### src/rtl/subservient_sram_arbiter.sv
// Shares a 256x32 dual-port SRAM macro between the SERV byte-wide port (always wins) and a
// Wishbone host. Optional host wait timeout is enabled with `define SRAM_ARB_TIMEOUT_EN.
module subservient_sram_arbiter #(
  parameter int AW      = 10,
  parameter int TIMEOUT = 255
) (
  input  logic          i_clk,
  input  logic          i_rst,
  input  logic [AW-1:0] i_core_waddr,
  input  logic [7:0]    i_core_wdata,
  input  logic          i_core_wen,
  input  logic [AW-1:0] i_core_raddr,
  input  logic          i_core_ren,
  output logic [7:0]    o_core_rdata,
  input  logic [AW-1:0] i_wb_adr,
  input  logic [31:0]   i_wb_dat,
  input  logic [3:0]    i_wb_sel,
  input  logic          i_wb_we,
  input  logic          i_wb_stb,
  output logic [31:0]   o_wb_rdt,
  output logic          o_wb_ack,
  output logic          o_wb_err,
  output logic          o_csb0,
  output logic [3:0]    o_wmask0,
  output logic [AW-3:0] o_waddr0,
  output logic [31:0]   o_din0,
  output logic          o_csb1,
  output logic [AW-3:0] o_addr1,
  input  logic [31:0]   i_dout1
);

  typedef enum logic [1:0] {IDLE, WACK, RWAIT, RACK} state_e;

  state_e      state_q, state_d;
  logic [1:0]  lane_q, lane_d;
  logic [31:0] rdt_q, rdt_d;

  logic core_wen, core_ren;
  logic host_pend, host_wgrant, host_rgrant, timeout;
  logic unused_bits;

  // Strobes are gated by reset so the macro sees no access while reset is asserted.
  assign core_wen  = i_core_wen & ~i_rst;
  assign core_ren  = i_core_ren & ~i_rst;
  assign host_pend = (state_q == IDLE) & i_wb_stb & ~i_rst;

  assign host_wgrant = host_pend &  i_wb_we & ~core_wen & ~timeout;
  assign host_rgrant = host_pend & ~i_wb_we & ~core_ren & ~timeout;

  assign unused_bits = ^{i_wb_adr[1:0], 32'(TIMEOUT)};

`ifdef SRAM_ARB_TIMEOUT_EN
  localparam int CW = (TIMEOUT > 0) ? $clog2(TIMEOUT + 1) : 1;

  logic [CW-1:0] cnt_q, cnt_d;

  assign timeout = host_pend & (cnt_q == CW'(TIMEOUT));

  always_comb begin
    cnt_d = '0;
    if (host_pend && !timeout && !host_wgrant && !host_rgrant) begin
      cnt_d = cnt_q + 1'b1;
    end
  end

  always_ff @(posedge i_clk or posedge i_rst) begin
    if (i_rst) cnt_q <= '0;
    else       cnt_q <= cnt_d;
  end
`else
  assign timeout = 1'b0;
`endif

  // NOTE: sequential state uses non-blocking assignments so every flop samples pre-edge values.
  always_ff @(posedge i_clk or posedge i_rst) begin
    if (i_rst) begin
      state_q <= IDLE;
      lane_q  <= 2'd0;
      rdt_q   <= 32'd0;
    end else begin
      state_q <= state_d;
      lane_q  <= lane_d;
      rdt_q   <= rdt_d;
    end
  end

  // NOTE: each always_comb assigns defaults first so no path leaves a signal unassigned (no latch).
  always_comb begin
    state_d = state_q;
    unique case (state_q)
      IDLE: begin
        if (host_wgrant)      state_d = WACK;
        else if (host_rgrant) state_d = RWAIT;
      end
      WACK:  state_d = IDLE;
      RWAIT: state_d = RACK;
      RACK:  state_d = IDLE;
      default: state_d = IDLE;
    endcase
  end

  always_comb begin
    lane_d = core_ren ? i_core_raddr[1:0] : lane_q;
    rdt_d  = (state_q == RWAIT) ? i_dout1 : rdt_q;
  end

  always_comb begin
    o_csb0   = 1'b1;
    o_wmask0 = 4'd0;
    o_waddr0 = '0;
    o_din0   = 32'd0;
    o_csb1   = 1'b1;
    o_addr1  = '0;

    if (core_wen) begin
      o_csb0   = 1'b0;
      o_wmask0 = 4'b0001 << i_core_waddr[1:0];
      o_waddr0 = i_core_waddr[AW-1:2];
      o_din0   = {4{i_core_wdata}};
    end else if (host_wgrant) begin
      // An all-zero byte select still completes the cycle but never touches the macro.
      o_csb0   = ~|i_wb_sel;
      o_wmask0 = i_wb_sel;
      o_waddr0 = i_wb_adr[AW-1:2];
      o_din0   = i_wb_dat;
    end

    if (core_ren) begin
      o_csb1  = 1'b0;
      o_addr1 = i_core_raddr[AW-1:2];
    end else if (host_rgrant) begin
      o_csb1  = 1'b0;
      o_addr1 = i_wb_adr[AW-1:2];
    end
  end

  always_comb begin
    o_wb_ack = (state_q == WACK) | (state_q == RACK);
    o_wb_err = timeout;
  end

  assign o_wb_rdt     = rdt_q;
  assign o_core_rdata = i_dout1[{lane_q, 3'b000} +: 8];

endmodule

### config.mk
export PLATFORM = sky130hd
export DESIGN_NAME = subservient_sram_arbiter
export DESIGN_NICKNAME = d
export VERILOG_FILES = /design/src/rtl/subservient_sram_arbiter.sv
export SDC_FILE = /design/constraint.sdc
export NUM_CORES = 1
export LEC_CHECK = 0
export CAP_MARGIN = 20
export CORE_UTILIZATION = 25
export CTS_CLUSTER_DIAMETER = 40
export DETAILED_ROUTE_END_ITERATION = 12
export PLACE_DENSITY = 0.62
export SLEW_MARGIN = 5
export SYNTH_ARGS = -nofsm -noshare
export SYNTH_HDL_FRONTEND = slang
export SYNTH_SLANG_ARGS = --single-unit
export TNS_END_PERCENT = 10
### constraint.sdc
create_clock -name i_clk -period 5.3 [get_ports i_clk]
set_input_delay 1.325 -clock i_clk [delete_from_list [all_inputs] [get_ports i_clk]]
set_output_delay 1.325 -clock i_clk [all_outputs]
set_load 0.05 [all_outputs]
==> flow_summary.yaml, run 1 <==
yosys:
  synth_fp_nets: 352
  syn_area_um2: 2540
  synth_area_leaders: "dfrtp_1 (35%), mux2_2 (15%), o32ai_2 (10%)"
  syn_inst: 240
  synthSimpleGateAreaFrac_pct: 5.46
  seq_area_frac_synth_pct: 35.4
  synth_cell_types: 22
  yosysWarnings: 0
  synth_compound_gate_area_share_pct: 22.0
  synth_top_family_by_area: "multiplexers"
  synth_top_area_share_pct: 35.4
  ys_seq_elements: 36
  syn_avg_cell_area_um2: 10.6
  synth.area.mux_share_pct: 22.1
  synthAdderAreaFrac_pct: 0
  synth_area_leader_cell: "dfrtp_1"
  synthXorXnorAreaFrac_pct: 0
global_route:
  antenna_found_initial: 0
  grt_pass1_wl_um: 14300
  grt_usage_pct: 17.8
  grt_pass1_vias: 2720
  grt_start_max_net_pins: 40
  grt.overflow.total: 0
cts:
  cts-root-buf: "clkbuf_8"
  clk_pin_slew_ns: 0.07
  cts_buffers: 5
  ctsHtreeMaxLevel: 2
  hold_buffers: 0
  post_cts_buffers: 0
  cts.repair.resized: 0
  clock_latency_ns: 0.29
  clk_path_buf_depth: 2
  cts.sinks: 36
  cts_tree: "done"
power:
  finalPower_uw: 2270
  p_leak_uw: 0.00222
  vdd_ir_drop_max_v: 0.000375
  power_per_cell_area_nw_per_um2: 428
routing:
  firstDrtPassIters: 4
  drtIter0Drc: 71
  drc_errors: 0
  ant_nets: 0
  wl_um: 9330
  wl_per_cell_um: 16.4
  vias: 2595
  avgViaCountPerCell: 4.56
job:
  maxCapViolations: 0
floorplanning:
  io_pins: 208
  die_area_um2: 10600
  die_h_um: 103
  die_w_um: 103
  core.rowCount: 36
  initial_core_util_pct: 25.9
  core_um2: 9820
timing:
  tightest_slew_ns: 0.859
  rsz0062_at_grt: "false"
  slew-limit-headroom_pct: 42.8
  min_period_ns: 4.93
  slew_viol_final: 0
  fin_hold_ws_ns: 0.508
  timing.fmax_mhz: 203
  period_share_pct: 93.1
  clock_skew_ns: 0.00475
  fin_tns_setup_ns: 0
  finalSetupViolCount: 0
  hold_violations: 0
worst_setup_path:
  cp.arrival_ns: 3.61
  crit_start: "i_rst"
  path_depth: 5
  r2r_slack_ns: 3.61
  path_cells: "clkdlybuf4s50_1 -> or4b_2 -> buf_4 -> o32ai_1 -> buf_12"
  worstSetupPathType: "input port to output port"
  crit_path_start_kind: "input port"
  crit_slowest_cell: "or4b_2"
  cpPeakStageDelay_ns: 0.90
  required_ns: 3.97
  reg2regPathDepth: 2
  r2r-start: "state_q[1]"
  crit_path_end_kind: "output port"
  worst-path-max-fanout: 14
  crit_buf_inv: 3
  path_delay_family: "buffers and inverters"
final_layout:
  syn2layout_area_growth_pct: 109
  final_common_cell: "clkdlybuf4s50_1"
  fin_nets: 547
  final_util_pct: 54.1
  final_cell_mix: "clkdlybuf4s50_1 (150), inv_1 (62), buf_12 (53)"
  drive_gt1_share_pct: 30.3
  num_antenna_cells: 0
  instances_no_fill: 569
place:
  gp_congestion: 0.813
  place_inst: 561
  dp_hpwl_um: 7420
  port_buffers: 204
min_path:
  min-delay-start: "o_wb_rdt[3]"
  hold_depth: 1
  hp-class: "flop to flop"
status:
  status: "finished clean"
-- metrics by stage --
| step | worst slack, ns | instance area (um2) |
|---|---|---|
| floorplan | 0.628 | 2540 |
| global placement | 0.406 | 5200 |
| detailed placement | 0.342 | 5200 |
| CTS | 0.338 | 5310 |
| global route | 0.277 | 5310 |
| finish | 0.368 | 5310 |
-- path summary, 6_finish.rpt --
check	end
setup reg to reg	state_q[1]
min in group asynchronous	state_q[0]
setup / recovery	o_waddr0[7]
hold reg to reg	o_wb_rdt[3]
hold / removal	o_wb_rdt[3]
max in group asynchronous	o_wb_rdt[3]
-- worst register-to-register path, cell delays in order (launching register included) --
cell and delay [ns]:
dfrtp_1 0.42, or4b_2 0.94, o21ai_0 0.25
-- state kept, by name (all words and copies together), names as in the netlist --
| register | cells |
|---|---|
| lane_q | 2 |
| state_q | 2 |
| o_wb_rdt | 32 |
-- logic make-up after synthesis --
logic type / after synthesis
multiplexers: 42
AND/OR/NAND/NOR: 19
AO/OA/AOI/OAI: 56
other: 1
buffers and inverters: 86
flip-flops: 36
-- Yosys cell counts (all sizes together) --
| master | instances |
|---|---|
| o31a | 1 |
| dfrtp | 36 |
| o32ai | 20 |
| nor4 | 1 |
| or2 | 1 |
| or3b | 1 |
| clkbuf | 11 |
| conb | 1 |
| o21ai | 3 |
| nor2b | 1 |
| mux4 | 8 |
| buf | 13 |
| nand2b | 4 |
| inv | 62 |
| nor4b | 1 |
| mux2 | 34 |
| nand3b | 9 |
| o31ai | 32 |
| or4b | 1 |
-- layout make-up --
class | instances | area, um2
Clock inverter | 3 | 42.5
Tap cell | 133 | 166
Fill cell | 878 | 4510
Clock buffer | 5 | 68.8
Inverter | 62 | 233
Sequential cell | 36 | 901
Timing Repair Buffer | 212 | 2630
Multi-Input combinational cell | 118 | 1270
-- layer usage --
| layer | GRT usage [%] | wire (um) |
|---|---|---|
| met1 | 20.0 | 3540 |
| met2 | 31.1 | 4680 |
| met3 | 6.85 | 911 |
| met4 | 5.85 | 202 |
| met5 | 0 | 0 |
-- power by group --
group / leakage [uW] / total [uW] / internal, uW / switching (uW)
clock: 0.0000541 / 243 / 139 / 104
combinational: 0.00174 / 1530 / 626 / 908
sequential: 0.000425 / 497 / 414 / 82.7
total: 0.00222 / 2270 / 1180 / 1100
Power figures use the tool's default switching activity.
==> run 2, diff against run 1 <==
--- a/config.mk
+++ b/config.mk
@@ -8,6 +8,7 @@
 export CAP_MARGIN = 20
 export CORE_UTILIZATION = 25
 export CTS_CLUSTER_DIAMETER = 40
+export CTS_CLUSTER_SIZE = 14
 export DETAILED_ROUTE_END_ITERATION = 12
 export PLACE_DENSITY = 0.62
 export SLEW_MARGIN = 5
==> constraint.sdc (replaced) <==
create_clock -name i_clk -period 6.15 [get_ports i_clk]
set_input_delay 1.5375 -clock i_clk [delete_from_list [all_inputs] [get_ports i_clk]]
set_output_delay 1.5375 -clock i_clk [all_outputs]
set_load 0.05 [all_outputs]
==> run 2 against run 1 <==
Effect of this change:
- clock skew fell by 0.0022 ns
- first-iteration DRC count down 20%
- critical path depth unchanged
- via count up 1.0%
- final area down 7.5%
- critical endpoint is now o_din0[25]
- critical path type unchanged
- global-route usage shrank 0.49 points
- cell count is 0.35% lower
- flip-flop and latch count unchanged
==> flow_summary.yaml, run 2 (synthesis gave the netlist of run 1 again) <==
status:
  status: "finished clean"
routing:
  vias: 2621
  drtIter0Drc: 57
  firstDrtPassIters: 4
  wl_per_cell_um: 16.1
  avgViaCountPerCell: 4.62
  wl_um: 9120
  ant_nets: 0
  drc_errors: 0
timing:
  tightest_slew_ns: 0.814
  min_period_ns: 5.41
  rsz0062_at_grt: "false"
  period_share_pct: 87.9
  fin_tns_setup_ns: 0
  timing.fmax_mhz: 185
  hold_violations: 0
  setup_slack_ns: 0.744
  finalSetupViolCount: 0
  slew-limit-headroom_pct: 45.7
  clock_skew_ns: 0.00255
  slew_viol_final: 0
min_path:
  hold_depth: 1
  min-delay-start: "o_wb_rdt[6]"
  hold_end: "o_wb_rdt[6]"
  hp-class: "flop to flop"
floorplanning:
  io_pins: 208
  die_area_um2: 10600
  core_um2: 9820
  die_w_um: 103
  initial_core_util_pct: 25.9
  die_h_um: 103
  core.rowCount: 36
global_route:
  grt_usage_pct: 17.3
  grt_pass1_wl_um: 14000
  grt_start_max_net_pins: 40
  antenna_found_initial: 0
  grt.overflow.total: 0
  grt_pass1_vias: 2781
final_layout:
  largest_register_ffs: 32
  fin_nets: 545
  num_antenna_cells: 0
  final_cell_mix: "clkdlybuf4s50_1 (151), inv_1 (62), buf_4 (38)"
  fill_cells: 935
  syn2layout_area_growth_pct: 93.0
  drive_gt1_share_pct: 29.7
  final_common_cell: "clkdlybuf4s50_1"
worst_setup_path:
  worst-path-max-fanout: 39
  cp.arrival_ns: 3.87
  r2r-end: "state_q[0]"
  r2r-start: "state_q[1]"
  worstSetupPathType: "input port to output port"
  reg2regPathDepth: 3
  required_ns: 4.61
  crit_path_end_kind: "output port"
  crit_path_start_kind: "input port"
  r2r_slack_ns: 4.09
cts:
  clk_path_buf_depth: 2
  cts_buffers: 5
  clock_latency_ns: 0.29
  clk_pin_slew_ns: 0.07
  post_cts_buffers: 0
  ctsHtreeMaxLevel: 2
  cts_tree: "done"
  cts-root-buf: "clkbuf_8"
  cts.repair.resized: 0
  cts.sinks: 36
  hold_buffers: 0
power:
  vdd_ir_drop_max_v: 0.000429
  seq_power_share_pct: 22.3
  switching_power_uw: 930
  swShare_pct: 48.2
  clkPwrFrac_pct: 11.9
  p_comb_share_pct: 65.9
  p_leak_uw: 0.00212
  power_per_cell_area_nw_per_um2: 393
  intPower_uw: 998
place:
  dp_hpwl_um: 7090
  gp_congestion: 0.800
  pre_cts_ws_ns: 0.771
  port_buffers: 204
job:
  maxCapViolations: 0
-- run 2: cell count changes in the layout (fill, tap and decap cells not counted), sizes merged --
cell,before,now
clkinvlp,1,0
clkinv,1,0
buf,62,59
clkdlybuf4s50,150,151
clkbuf,5,7
-- run 2: worst max-delay path by stage --
stage	start	to	slack [ns]	cells after the start
5_1_grt	i_rst	o_din0[30]	0.63	5
4_1_cts	i_wb_stb	o_addr1[5]	0.76	5
3_5_place_dp	i_wb_stb	o_din0[27]	0.77	5
2_1_floorplan	i_rst	o_din0[0]	1.05	4
3_3_place_gp	i_wb_stb	o_din0[25]	0.79	5
6_report	i_wb_stb	o_din0[25]	0.74	5
-- run 2: routing by layer --
layer,vias to the layer above,part of all wire (%),track usage (%)
met4,0,1.6,5.20
li1,1235,-,-
met5,-,0,0
met3,14,11,6.44
met2,123,49,30.1
met1,1249,38,19.9
-- run 2: layout make-up --
class | instances | area, um2 | share of cell area, %
timing repair buffer | 210 | 2220 | 45.1
multi-input combinational | 118 | 1270 | 25.8
sequential | 36 | 901 | 18.3
inverter | 62 | 233 | 4.74
tap | 133 | 166 | 3.39
clock buffer | 7 | 96.3 | 1.96
clock inverter | 1 | 30.0 | 0.611
-- run 2: worst max-delay path, stage by stage --
cell and delay, ns:
clkdlybuf4s50_1 0.47, or4b_2 0.86, buf_4 0.38, o31ai_1 0.33, buf_4 0.26
-- run 2: metrics by stage --
stage,std cells,hold WS [ns],total power (uW),cell area [um2],utilization (%)
after floorplan,240,0.791,1270,2540,-
after global placement,559,0.487,1700,4780,48.7
after detailed placement,559,0.494,1710,4780,48.7
after CTS,567,0.512,1950,4910,50.0
after global routing,567,0.519,2020,4910,50.0
final,567,0.507,1930,4910,50.0
-- run 2: power groups by stage --
stage | combinational [uW] | sequential, uW | clock (uW)
4_1_cts | 1280 | 431 | 237
6_report | 1270 | 429 | 229
3_3_place_gp | 1270 | 426 | 0
5_1_grt | 1330 | 448 | 245
2_1_floorplan | 466 | 799 | 0
3_5_place_dp | 1280 | 433 | 0
